==> src/rtl/shift_frame_sequencer.sv <==
// shift_frame_sequencer: arbitrates two byte requesters onto one 8-bit shift
// register, serializes the granted byte into it one bit per clock, then
// captures the register's parallel output and returns it with a valid strobe.
module shift_frame_sequencer #(
  parameter int WIDTH     = 8,
  parameter int GAP       = 1,
  parameter bit MSB_FIRST = 1'b1
) (
  input  logic             clk,
  input  logic             reset,
  input  logic [1:0]       req,
  input  logic [WIDTH-1:0] data0,
  input  logic [WIDTH-1:0] data1,
  output logic [1:0]       ack,
  output logic             sr_in,
  output logic             sr_shift,
  input  logic [WIDTH-1:0] sr_out,
  output logic [WIDTH-1:0] rx_data,
  output logic             rx_valid,
  output logic             busy,
  output logic             grant_id
);

  localparam int CW = (WIDTH > 1) ? $clog2(WIDTH) : 1;
  localparam int GW = (GAP > 1) ? $clog2(GAP) : 1;
  localparam logic [CW-1:0] CNT_LAST = CW'(WIDTH - 1);
  localparam logic [GW-1:0] GAP_LAST = GW'((GAP > 0) ? GAP - 1 : 0);

  typedef enum logic [1:0] {
    S_IDLE,
    S_SHIFT,
    S_CAPTURE,
    S_GAP
  } state_t;

  state_t           state;
  logic [WIDTH-1:0] hold;
  logic [CW-1:0]    cnt;
  logic [GW-1:0]    gap_cnt;
  logic             last_grant;
  logic             grant_sel;
  logic [WIDTH-1:0] sel_data;

  // Returns the bit of v that goes on the wire in shift cycle k (0-based).
  function automatic logic pick(input logic [WIDTH-1:0] v, input int k);
    int idx;
    idx = MSB_FIRST ? (WIDTH - 1 - k) : k;
    return v[idx[CW-1:0]];
  endfunction

  // Round-robin choice: a lone requester wins; on a tie the one not granted last time wins.
  always_comb begin
    grant_sel = req[1] & (~req[0] | ~last_grant);
    sel_data  = grant_sel ? data1 : data0;
  end

  // Frame state machine; every output is a flop so the shift register sees clean levels.
  always_ff @(posedge clk or negedge reset) begin
    if (!reset) begin
      state      <= S_IDLE;
      hold       <= '0;
      cnt        <= '0;
      gap_cnt    <= '0;
      last_grant <= 1'b1;
      ack        <= 2'b00;
      sr_in      <= 1'b0;
      sr_shift   <= 1'b0;
      rx_data    <= '0;
      rx_valid   <= 1'b0;
      busy       <= 1'b0;
      grant_id   <= 1'b0;
    end else begin
      ack      <= 2'b00;
      rx_valid <= 1'b0;
      case (state)
        S_IDLE: begin
          if (req != 2'b00) begin
            hold       <= sel_data;
            grant_id   <= grant_sel;
            last_grant <= grant_sel;
            cnt        <= '0;
            ack        <= grant_sel ? 2'b10 : 2'b01;
            sr_shift   <= 1'b1;
            sr_in      <= pick(sel_data, 0);
            busy       <= 1'b1;
            state      <= S_SHIFT;
          end
        end
        S_SHIFT: begin
          cnt <= cnt + CW'(1);
          if (cnt == CNT_LAST) begin
            sr_shift <= 1'b0;
            sr_in    <= 1'b0;
            state    <= S_CAPTURE;
          end else begin
            sr_in <= pick(hold, int'(cnt) + 1);
          end
        end
        S_CAPTURE: begin
          rx_data  <= sr_out;
          rx_valid <= 1'b1;
          if (GAP > 0) begin
            gap_cnt <= '0;
            state   <= S_GAP;
          end else begin
            busy  <= 1'b0;
            state <= S_IDLE;
          end
        end
        S_GAP: begin
          if (gap_cnt == GAP_LAST) begin
            busy  <= 1'b0;
            state <= S_IDLE;
          end else begin
            gap_cnt <= gap_cnt + GW'(1);
          end
        end
        default: begin
          sr_shift <= 1'b0;
          sr_in    <= 1'b0;
          busy     <= 1'b0;
          state    <= S_IDLE;
        end
      endcase
    end
  end

endmodule

==> config.mk <==
export PLATFORM = sky130hd
export DESIGN_NAME = shift_frame_sequencer
export DESIGN_NICKNAME = d
export VERILOG_FILES = /design/src/rtl/shift_frame_sequencer.sv
export SDC_FILE = /design/constraint.sdc
export NUM_CORES = 1
export LEC_CHECK = 0
export CAP_MARGIN = 40
export CORE_ASPECT_RATIO = 2
export CORE_MARGIN = 2
export CORE_UTILIZATION = 45
export CTS_CLUSTER_SIZE = 28
export DETAILED_ROUTE_END_ITERATION = 16
export MAX_ROUTING_LAYER = met4
export PLACE_DENSITY_LB_ADDON = 0.1
export SYNTH_ARGS = -nofsm -noshare
export SYNTH_HDL_FRONTEND = slang
export SYNTH_SLANG_ARGS = --single-unit
export TNS_END_PERCENT = 5
==> constraint.sdc <==
create_clock -name clk -period 1.94 [get_ports clk]
set_clock_uncertainty 0.15 [all_clocks]
set_input_delay 0.388 -clock clk [delete_from_list [all_inputs] [get_ports clk]]
set_output_delay 0.388 -clock clk [all_outputs]
set_load 0.05 [all_outputs]
==> summary.md <==
| Metric | Value |
|---|---|
| Status | completed |
| Adder-cell area share of the yosys netlist | 6.452% |
| Lkg Pwr | 0.0009112 uW |
| Worst Setup Start Kind | register |
| Die area | 3499 um2 |
| XOR/XNOR Fraction of Synth Area | 1.290% |
| Buffers on Ports | 42 |
| Clock root buffer | clkbuf_8 |
| Main combinational cell family by area after synthesis | multiplexers |
| Row Count | 28 |
| Ys Warns | 0 |
| VDD IR max | 0.001084 V |
| CP delay by family, top | multiplexers |
| Compound-Gate Fraction of Synth Area | 14.01% |
| ANT cells | 0 |
| Post-route DRC | 0 |
| Cells along the critical path | mux4_1 > mux2_2 > nand3b_1 > o311ai_1 |
| Max Cap Viol | 0 |
| Total GRT Usage | 20.33% |
| Max FO, Critical Path | 7 |
| Share of layout cells above drive strength 1 | 25.15% |
| Largest net degree at the start of global routing | 30 |
| Clock sink count | 29 |
| RSZ-0062 raised after global routing | false |
| Routed WL per cell | 15.49 um |
| Worst path max stage delay | 0.58 ns |
| Most frequent cells in the layout | 28 x dfrtp_1, 27 x clkdlybuf4s50_1, 24 x buf_4 |
| Post-route cell area | 1923 um2 |
| Antenna Violating Nets Remaining | 0 |
| Worst EP required | 1.94 ns |
| Utilization after layout | 66.14% |
| Crit end category | register |
| Initial antenna violation count | 0 |
| Crit Path Category | reg -> reg |
| Nets | 197 |
| Area growth syn-to-layout | 41.66% |
| Worst Path Buf+Inv | 0 |
| Worst Max-Slew Pin Slew | 0.4307 ns |
| Simple-gate share of the synthesized area | 5.438% |
| Tmin final | 1.848 ns |
| Clock Latency Late Sink | 0.28 ns |
| GPL Wtd Cong | 0.8086 |
| Post-Syn Instances | 110 |
| CTS tree | done |
| HPWL Detailed | 2250 um |
| CTS max path bufs | 2 |
| Overflow after GRT | 0 |
| Final setup viols | 0 |
| Vias/cell | 5.585 |
| CTS buffer count | 5 |
| Final worst-path cycle share | 95.26% |
| #FFs+latches synth | 29 |
| Crit path DAT | 1.85 ns |
| PnR Total Power | 3507 uW |
| Unique masters post-synth | 28 |
| Syn_nets | 145 |
| Worst-path clk slew | 0.06 ns |
| Via Count | 1,078 |
| Mux cell area share after synthesis | 14.38% |
| Vias in the first global route | 1,129 |
| Worst slew margin relative to its limit | 71.29% |
| DR iter-0 viols | 56 |
| Post-synthesis sequential area ratio | 53.55% |
| Starting density of the core | 46.69% |
| FMAX | 541.1 MHz |
| Max Slew Vio Count | 0 |
| First-pass GRT wire length | 4995 um |
| Syn Area/Cell | 12.34 um2 |
| DRT Pass-1 Iters | 4 |
| Mapped Area | 1358 um2 |
| Top Ports | 43 |
| FILL cells | 238 |
| Most common cell after layout, fill and taps aside | dfrtp_1 |
| Final wirelength | 2990 um |
| Die Width | 42.84 um |
| Final hold vios | 0 |
| Hold WC Path Type | reg -> reg |
| Core area | 2908 um2 |
| Pwr/cell area | 1824 nW/um2 |
| Placed inst area | 1821 um2 |
| # H-tree levels | 2 |
| Hold Buf Count CTS | 0 |
| Die Ht | 81.68 um |
| CP max-delay cell | mux4_1 |
worst paths after layout:
check / slack [ns] / end / from / depth (start not counted)
worst max-delay path: 0.09 / sr_in / cnt[0] / 4
worst min-delay path: 0.34 / hold[7] / hold[7] / 2
worst max register to register: 0.09 / sr_in / cnt[0] / 4
worst min register to register: 0.34 / hold[7] / hold[7] / 2
max in group asynchronous: 0.98 / last_grant / reset / 2
min in group asynchronous: 0.35 / busy / reset / 2
worst min-delay path, delay by kind of cell, from the launching register on:
| family | cells | cell delay [ns] |
|---|---|---|
| flip-flops | 1 | 0.35 |
| AO/OA/AOI/OAI | 1 | 0.06 |
| AND/OR/NAND/NOR | 1 | 0.05 |
where the power goes:
part           internal [uW]  leakage (uW)  switching, uW
Sequential               911      0.000349            212
Clock                    289     0.0000455            218
Combinational            821      0.000517           1060
Total                   2020      0.000911           1490
cell families (layout without fill, tap and decap cells):
group	Yosys count	count (layout)
fa+ha+maj	7	7
buf+inv	17	70
xor+xnor	2	2
flops	29	29
mux	15	15
compound gates	25	25
simple gates	15	15
routing by layer:
layer  vias up  track usage, %  share of wire (%)
met5         -               -                  0
met4         0           15.00                3.2
met3         8           4.835                4.1
met2        34           31.67                 54
met1       533           22.16                 39
li1        503               -                  -
flip-flops by register name, indices dropped and copies added, names as in the netlist:
| signal | cells |
|---|---|
| ack | 2 |
| busy | 1 |
| cnt | 3 |
| grant_id | 1 |
| hold | 8 |
| last_grant | 1 |
| rx_data | 8 |
| rx_valid | 1 |
| sr_in | 1 |
| sr_shift | 1 |
| state | 2 |
per-stage QoR:
step | hold slack, ns | worst slack, ns | TNS (ns) | cells
after floorplan | -0.05759 | 0.1852 | 0 | 110
after detailed placement | 0.3360 | -0.04908 | -0.2346 | 185
after global placement | 0.3320 | -0.002615 | -0.002615 | 185
after global routing | 0.3754 | 0.003983 | 0 | 193
after CTS | 0.3491 | 0.04169 | 0 | 193
final | 0.3433 | 0.09199 | 0 | 193
timing repair:
item	CTS	global route
setup endpoints to repair	0	1
setup buffers	0	0
gates resized for setup	0	1
Yosys cell counts:
| library cell | n | share of area [%] |
|---|---|---|
| dfrtp_1 | 28 | 52 |
| inv_1 | 11 | 3.0 |
| mux2_2 | 9 | 7.5 |
| a222oi_1 | 7 | 5.2 |
| ha_1 | 7 | 6.5 |
| o21ai_0 | 7 | 2.6 |
| nand2_1 | 6 | 1.7 |
| clkbuf_1 | 4 | 1.1 |
| mux2i_1 | 3 | 2.2 |
| nor2_1 | 3 | 0.83 |
| a21o_1 | 2 | 1.1 |
| a21oi_1 | 2 | 0.74 |
| a32oi_1 | 2 | 1.3 |
| and2_1 | 2 | 0.92 |
| buf_2 | 2 | 0.74 |
| mux4_1 | 2 | 3.9 |
| nand3b_1 | 2 | 1.1 |
| a21boi_1 | 1 | 0.55 |
| a22o_1 | 1 | 0.65 |
| dfstp_2 | 1 | 1.9 |
| mux2_1 | 1 | 0.83 |
| nor2b_1 | 1 | 0.46 |
| o211ai_1 | 1 | 0.55 |
| o311ai_1 | 1 | 0.65 |
| o32a_1 | 1 | 0.74 |
| or2_1 | 1 | 0.46 |
| xnor2_1 | 1 | 0.65 |
| xor2_1 | 1 | 0.65 |
layout make-up:
| class | instances | area [um2] | share of cell area (%) |
|---|---|---|---|
| Timing Repair Buffer | 51 | 450.4 | 23.42 |
| Sequential cell | 29 | 726.9 | 37.80 |
| Clock buffer | 8 | 90.09 | 4.684 |
| Tap cell | 30 | 37.54 | 1.952 |
| Inverter | 11 | 41.29 | 2.147 |
| Multi-Input combinational cell | 64 | 576.8 | 29.99 |
Power figures use the tool's default switching activity.
